File: config.mk
export PLATFORM = sky130hd
export DESIGN_NAME = forward_ctrl
export DESIGN_NICKNAME = d
export VERILOG_FILES = /design/src/rtl/forward_ctrl.sv
export SDC_FILE = /design/constraint.sdc
export NUM_CORES = 1
export LEC_CHECK = 0
export CAP_MARGIN = 0
export CORE_AREA = 2 2 86 88
export CTS_BUF_LIST = sky130_fd_sc_hd__clkbuf_16
export CTS_CLUSTER_DIAMETER = 40
export DETAILED_ROUTE_END_ITERATION = 7
export DIE_AREA = 0 0 88 90
export GPL_ROUTABILITY_DRIVEN = 0
export PLACE_DENSITY = 0.63
export SLEW_MARGIN = 30
export SYNTH_ARGS = -nofsm -noshare
export SYNTH_HDL_FRONTEND = slang
export SYNTH_SLANG_ARGS = --single-unit
File: constraint.sdc
create_clock -name clk -period 7.07 [get_ports clk]
set_clock_uncertainty 0.1 [all_clocks]
set_input_delay 1.7675 -clock clk [delete_from_list [all_inputs] [get_ports clk]]
set_output_delay 1.7675 -clock clk [all_outputs]
set_load 0.02 [all_outputs]
File: src/rtl/forward_ctrl.sv
// Forwarding and load-use hazard controller for a 5-stage RV32I pipeline.
// Shadows EX/MEM/WB destination metadata, drives operand mux selects, stall, and perf counters.
module forward_ctrl #(
    parameter int REG_ADDR_W = 5,
    parameter int CNT_W      = 16
) (
    input  logic                  clk,
    input  logic                  rst,
    input  logic                  id_valid,
    input  logic [REG_ADDR_W-1:0] id_rs1,
    input  logic [REG_ADDR_W-1:0] id_rs2,
    input  logic [REG_ADDR_W-1:0] id_rd,
    input  logic                  id_reg_write,
    input  logic                  id_mem_read,
    input  logic                  flush,
    output logic [1:0]            fwd_a,
    output logic [1:0]            fwd_b,
    output logic                  stall,
    output logic [CNT_W-1:0]      stall_cnt,
    output logic [CNT_W-1:0]      fwd_cnt
);

    localparam logic [REG_ADDR_W-1:0] REG_ZERO = {REG_ADDR_W{1'b0}};
    localparam logic [CNT_W-1:0]      CNT_ZERO = {CNT_W{1'b0}};
    localparam logic [CNT_W-1:0]      CNT_MAX  = {CNT_W{1'b1}};
    localparam logic [CNT_W-1:0]      CNT_ONE  = {{(CNT_W-1){1'b0}}, 1'b1};

    localparam logic [1:0] SEL_RF  = 2'b00;
    localparam logic [1:0] SEL_WB  = 2'b01;
    localparam logic [1:0] SEL_MEM = 2'b10;

    // EX slot
    logic                  r_ex_valid;
    logic [REG_ADDR_W-1:0] r_ex_rs1;
    logic [REG_ADDR_W-1:0] r_ex_rs2;
    logic [REG_ADDR_W-1:0] r_ex_rd;
    logic                  r_ex_reg_write;
    logic                  r_ex_mem_read;
    // MEM slot
    logic                  r_mem_valid;
    logic [REG_ADDR_W-1:0] r_mem_rd;
    logic                  r_mem_reg_write;
    logic                  r_mem_mem_read;
    // WB slot
    logic                  r_wb_valid;
    logic [REG_ADDR_W-1:0] r_wb_rd;
    logic                  r_wb_reg_write;

    logic [CNT_W-1:0]      r_stall_cnt;
    logic [CNT_W-1:0]      r_fwd_cnt;

    logic                  w_hazard;
    logic                  w_stall;
    logic                  w_bubble;
    logic [1:0]            w_fwd_a;
    logic [1:0]            w_fwd_b;
    logic                  w_fwd_any;

    // Youngest producer wins; x0 and non-writing slots never forward.
    function automatic logic [1:0] fwd_sel(
        input logic [REG_ADDR_W-1:0] rs,
        input logic                  mem_valid,
        input logic                  mem_rw,
        input logic [REG_ADDR_W-1:0] mem_rd,
        input logic                  wb_valid,
        input logic                  wb_rw,
        input logic [REG_ADDR_W-1:0] wb_rd
    );
        logic [1:0] sel;
        if (mem_valid && mem_rw && (mem_rd != REG_ZERO) && (mem_rd == rs)) begin
            sel = SEL_MEM;
        end else if (wb_valid && wb_rw && (wb_rd != REG_ZERO) && (wb_rd == rs)) begin
            sel = SEL_WB;
        end else begin
            sel = SEL_RF;
        end
        return sel;
    endfunction

    function automatic logic [CNT_W-1:0] sat_inc(input logic [CNT_W-1:0] cnt);
        logic [CNT_W-1:0] nxt;
        if (cnt != CNT_MAX) begin
            nxt = cnt + CNT_ONE;
        end else begin
            nxt = cnt;
        end
        return nxt;
    endfunction

    // Load-use hazard detection; a flush kills the consumer so it overrides the stall.
    always_comb begin
        w_hazard = 1'b0;
        if (r_ex_valid && r_ex_mem_read && r_ex_reg_write && (r_ex_rd != REG_ZERO) && id_valid &&
            ((r_ex_rd == id_rs1) || (r_ex_rd == id_rs2))) begin
            w_hazard = 1'b1;
        end else begin
            w_hazard = 1'b0;
        end
        w_stall  = w_hazard & ~flush;
        w_bubble = flush | w_stall | ~id_valid;
    end

    // Operand mux selects, derived purely from slot state.
    always_comb begin
        w_fwd_a = SEL_RF;
        w_fwd_b = SEL_RF;
        if (r_ex_valid) begin
            w_fwd_a = fwd_sel(r_ex_rs1, r_mem_valid, r_mem_reg_write, r_mem_rd,
                              r_wb_valid, r_wb_reg_write, r_wb_rd);
            w_fwd_b = fwd_sel(r_ex_rs2, r_mem_valid, r_mem_reg_write, r_mem_rd,
                              r_wb_valid, r_wb_reg_write, r_wb_rd);
        end else begin
            w_fwd_a = SEL_RF;
            w_fwd_b = SEL_RF;
        end
        w_fwd_any = (w_fwd_a != SEL_RF) | (w_fwd_b != SEL_RF);
    end

    // Unconditional pipeline advance of the shadow slots.
    always_ff @(posedge clk or posedge rst) begin
        if (rst) begin
            r_ex_valid      <= 1'b0;
            r_ex_rs1        <= REG_ZERO;
            r_ex_rs2        <= REG_ZERO;
            r_ex_rd         <= REG_ZERO;
            r_ex_reg_write  <= 1'b0;
            r_ex_mem_read   <= 1'b0;
            r_mem_valid     <= 1'b0;
            r_mem_rd        <= REG_ZERO;
            r_mem_reg_write <= 1'b0;
            r_mem_mem_read  <= 1'b0;
            r_wb_valid      <= 1'b0;
            r_wb_rd         <= REG_ZERO;
            r_wb_reg_write  <= 1'b0;
        end else begin
            r_wb_valid      <= r_mem_valid;
            r_wb_rd         <= r_mem_rd;
            r_wb_reg_write  <= r_mem_reg_write;
            r_mem_valid     <= r_ex_valid;
            r_mem_rd        <= r_ex_rd;
            r_mem_reg_write <= r_ex_reg_write;
            r_mem_mem_read  <= r_ex_mem_read;
            if (w_bubble) begin
                r_ex_valid     <= 1'b0;
                r_ex_rs1       <= REG_ZERO;
                r_ex_rs2       <= REG_ZERO;
                r_ex_rd        <= REG_ZERO;
                r_ex_reg_write <= 1'b0;
                r_ex_mem_read  <= 1'b0;
            end else begin
                r_ex_valid     <= 1'b1;
                r_ex_rs1       <= id_rs1;
                r_ex_rs2       <= id_rs2;
                r_ex_rd        <= id_rd;
                r_ex_reg_write <= id_reg_write;
                r_ex_mem_read  <= id_mem_read;
            end
        end
    end

    // Saturating performance counters.
    always_ff @(posedge clk or posedge rst) begin
        if (rst) begin
            r_stall_cnt <= CNT_ZERO;
            r_fwd_cnt   <= CNT_ZERO;
        end else begin
            if (w_stall) begin
                r_stall_cnt <= sat_inc(r_stall_cnt);
            end else begin
                r_stall_cnt <= r_stall_cnt;
            end
            if (w_fwd_any) begin
                r_fwd_cnt <= sat_inc(r_fwd_cnt);
            end else begin
                r_fwd_cnt <= r_fwd_cnt;
            end
        end
    end

    assign fwd_a     = w_fwd_a;
    assign fwd_b     = w_fwd_b;
    assign stall     = w_stall;
    assign stall_cnt = r_stall_cnt;
    assign fwd_cnt   = r_fwd_cnt;

endmodule

==> summary.txt <==
Final setup fails -> 0
Die ar. -> 7920 um^2
Share of cells above drive strength 1 -> 0.0943
Die height -> 90 um
P_leak -> 1.76 nW
Placed cell area -> 3600 um^2
XOR/XNOR share of the synthesized area -> 0.173
Clk root buf -> clkbuf_16
Placed insts -> 401
P&R area growth vs syn -> 32.7%
Peak Freq -> 166 MHz
Vias -> 1960
DP HPWL -> 3860 um
HP Class -> reg -> reg
Max cap viols -> 0
CTS Hold Buffers Added -> 0
Worst Path Max Fanout -> 3
Die Width -> 88 um
PortBufs -> 57
Worst EP arrival -> 4.14 ns
Mux contribution to synthesized area -> 0.0154
Mapped Cells -> 248
Slew Limit Fails -> 0
Post-route insts no fill -> 417
Number of hold violations in the final report -> 0
Initial Util -> 0.418
CP endpoint kind -> primary output
Post-Syn Area -> 2930 um^2
Final period utilization -> 0.850
Syn Nets -> 271
Routed WL per cell -> 12.9 um
Status -> complete, no violations
GRT overflow -> 0
IO Pins -> 58
CTS tree -> built
Yosys reg bits -> 64
Hold slack -> 0.277 ns
TritonRoute pass-1 iters -> 4
Synth Area in Compound Gates -> 0.0141
Commonest non-fill, non-tap cells in the layout -> dfrtp_1 (64), clkdlybuf4s50_1 (57), xnor2_1 (30), xor2_1 (28), and2_1 (20)
Rows -> 31
Unrepaired setup endpoints after global routing -> false
ANT cells -> 0
CTS H-tree depth -> 3
Simple-gate area share of the yosys netlist -> 0.222
YS warnings -> 0
Mapped Avg Cell Area -> 11.8 um^2
Final WL -> 5360 um
Synth cell types -> 34
Req. time, crit path -> 5.20 ns
Largest net degree at the start of global routing -> 65
Core Area -> 7020 um^2
Global-route wire length before repair -> 9380 um
Post-Synth Adder-Cell Area -> 0.00854
Power density over cell area -> 220 nW/um^2
1st-iter DRT viols -> 59
Type of the worst setup path -> in -> out
# DRC -> 0
Nets -> 336
Measured slew at the worst slew-check pin -> 0.772 ns
Filler instances -> 614
Buffer depth of the longest clock path -> 2
Global Route Usage Sum -> 0.153
Clk pin slew, worst setup/hold paths -> 0.05 ns
Avg Vias per Cell -> 4.70
Main combinational cell family by area after synthesis -> simple AND/OR/NAND/NOR gates
Vias in the first global route -> 1990
Slew headroom -> 0.472
VDD IR max -> 128 uV
Setup_tns -> 0 ns
Layout Cell Area excl Fill -> 3890 um^2
Postcts setup bufs -> 0
Seq/Total Area, Yosys -> 0.546
Initial antenna violation count -> 0
Clock net sink count -> 64
Worst skew pair latency -> 0.32 ns
DRT antenna net count -> 0
Post_cts resized -> 0
Commonest non-fill, non-tap cell in the layout -> dfrtp_1
CTS Buf Count -> 9
Post-route minimum period -> 6.01 ns
CP startpoint kind -> input port
[layout make-up]
type | instances | area (um^2) | area share
Multi-Input combinational cell | 175 | 1270 | 0.327
Timing Repair Buffer | 60 | 593 | 0.152
Sequential cell | 64 | 1600 | 0.412
Clock buffer | 9 | 225 | 0.0579
Tap cell | 99 | 124 | 0.0318
Inverter | 3 | 11.3 | 0.00289
Clock inverter | 7 | 63.8 | 0.0164
[metrics by stage]
| stage | setup slack, ns | total power, mW | util |
|---|---|---|---|
| after floorplan | 1.78 | 0.419 | - |
| after global placement | 1.05 | 0.444 | 0.513 |
| after detailed placement | 1.04 | 0.445 | 0.513 |
| after CTS | 1.01 | 0.869 | 0.554 |
| after global routing | 0.830 | 0.893 | 0.554 |
| final | 1.06 | 0.856 | 0.554 |
[where the power goes]
group          switching (mW)  internal [mW]
registers              0.0109          0.376
clock network           0.150          0.269
logic                  0.0228         0.0272
total                   0.183          0.672
[synth_stat cells]
cell type   n  area share
dfrtp_1    64        0.55
xnor2_1    30       0.090
xor2_1     28       0.084
and2_1     20       0.043
nand3_1    16       0.027
nand2_1    14       0.018
nand4_1    10       0.021
nor2_1     10       0.013
and3_1      9       0.019
nor3_1      9       0.015
mux2_2      4       0.015
clkbuf_1    3      0.0038
inv_1       3      0.0038
nor4_4      3       0.022
or4_1       3      0.0077
and4_1      2      0.0060
ha_1        2      0.0085
nor4_1      2      0.0043
a2111oi_0   1      0.0030
a211oi_1    1      0.0026
a22oi_1     1      0.0026
and2_2      1      0.0026
buf_12      1      0.0068
buf_2       1      0.0017
buf_6       1      0.0038
nand2b_1    1      0.0021
nand4bb_1   1      0.0038
nor2b_1     1      0.0021
nor3_2      1      0.0034
nor3b_1     1      0.0026
nor3b_2     1      0.0043
nor4b_2     1      0.0051
o211ai_2    1      0.0043
o21ai_0     1      0.0017
[cells by family after synthesis]
family                   after synthesis
AND/OR/NAND/NOR                      106
multiplexers                           4
AO/OA/AOI/OAI                          5
adder cells (fa/ha/maj)                2
XOR/XNOR                              58
flip-flops                            64
buffers and inverters                  9
[final timing paths]
kind                           startpoint  cells after the start  slack (ns)         endpoint
setup / recovery                id_rs2[2]                      6        1.06            stall
hold / removal             r_ex_reg_write                      0        0.28  r_mem_reg_write
setup reg to reg              r_mem_rd[1]                      7        3.98       fwd_cnt[1]
hold reg to reg            r_ex_reg_write                      0        0.28  r_mem_reg_write
max in group asynchronous             rst                      3        4.47       r_wb_rd[1]
min in group asynchronous             rst                      3        1.89     stall_cnt[8]
[critical path, cell delays in order]
cell and delay [ns]:
clkdlybuf4s50_1 0.44, xor2_1 0.15, nor3_1 0.20, a22oi_1 0.13, a2111oi_0 0.69, clkdlybuf4s50_1 0.76
[layer usage]
| metal | wire length (um) | vias up | track usage |
|---|---|---|---|
| li1 | - | 990 | - |
| met1 | 2530 | 925 | 0.202 |
| met2 | 2550 | 41 | 0.234 |
| met3 | 223 | 4 | 0.0478 |
| met4 | 57 | 0 | 0.0577 |
| met5 | 0 | - | 0 |
[sequential cells by signal (all words and copies together) (netlist names)]
name and flops:
r_mem_rd 5, r_mem_reg_write 1, r_ex_rs1 5, r_ex_reg_write 1, r_ex_valid 1, r_wb_rd 5
stall_cnt 16, r_ex_rs2 5, r_ex_mem_read 1, r_wb_reg_write 1, r_mem_valid 1, r_wb_valid 1
r_ex_rd 5, fwd_cnt 16
No activity file was read; power rests on OpenSTA's default activity.
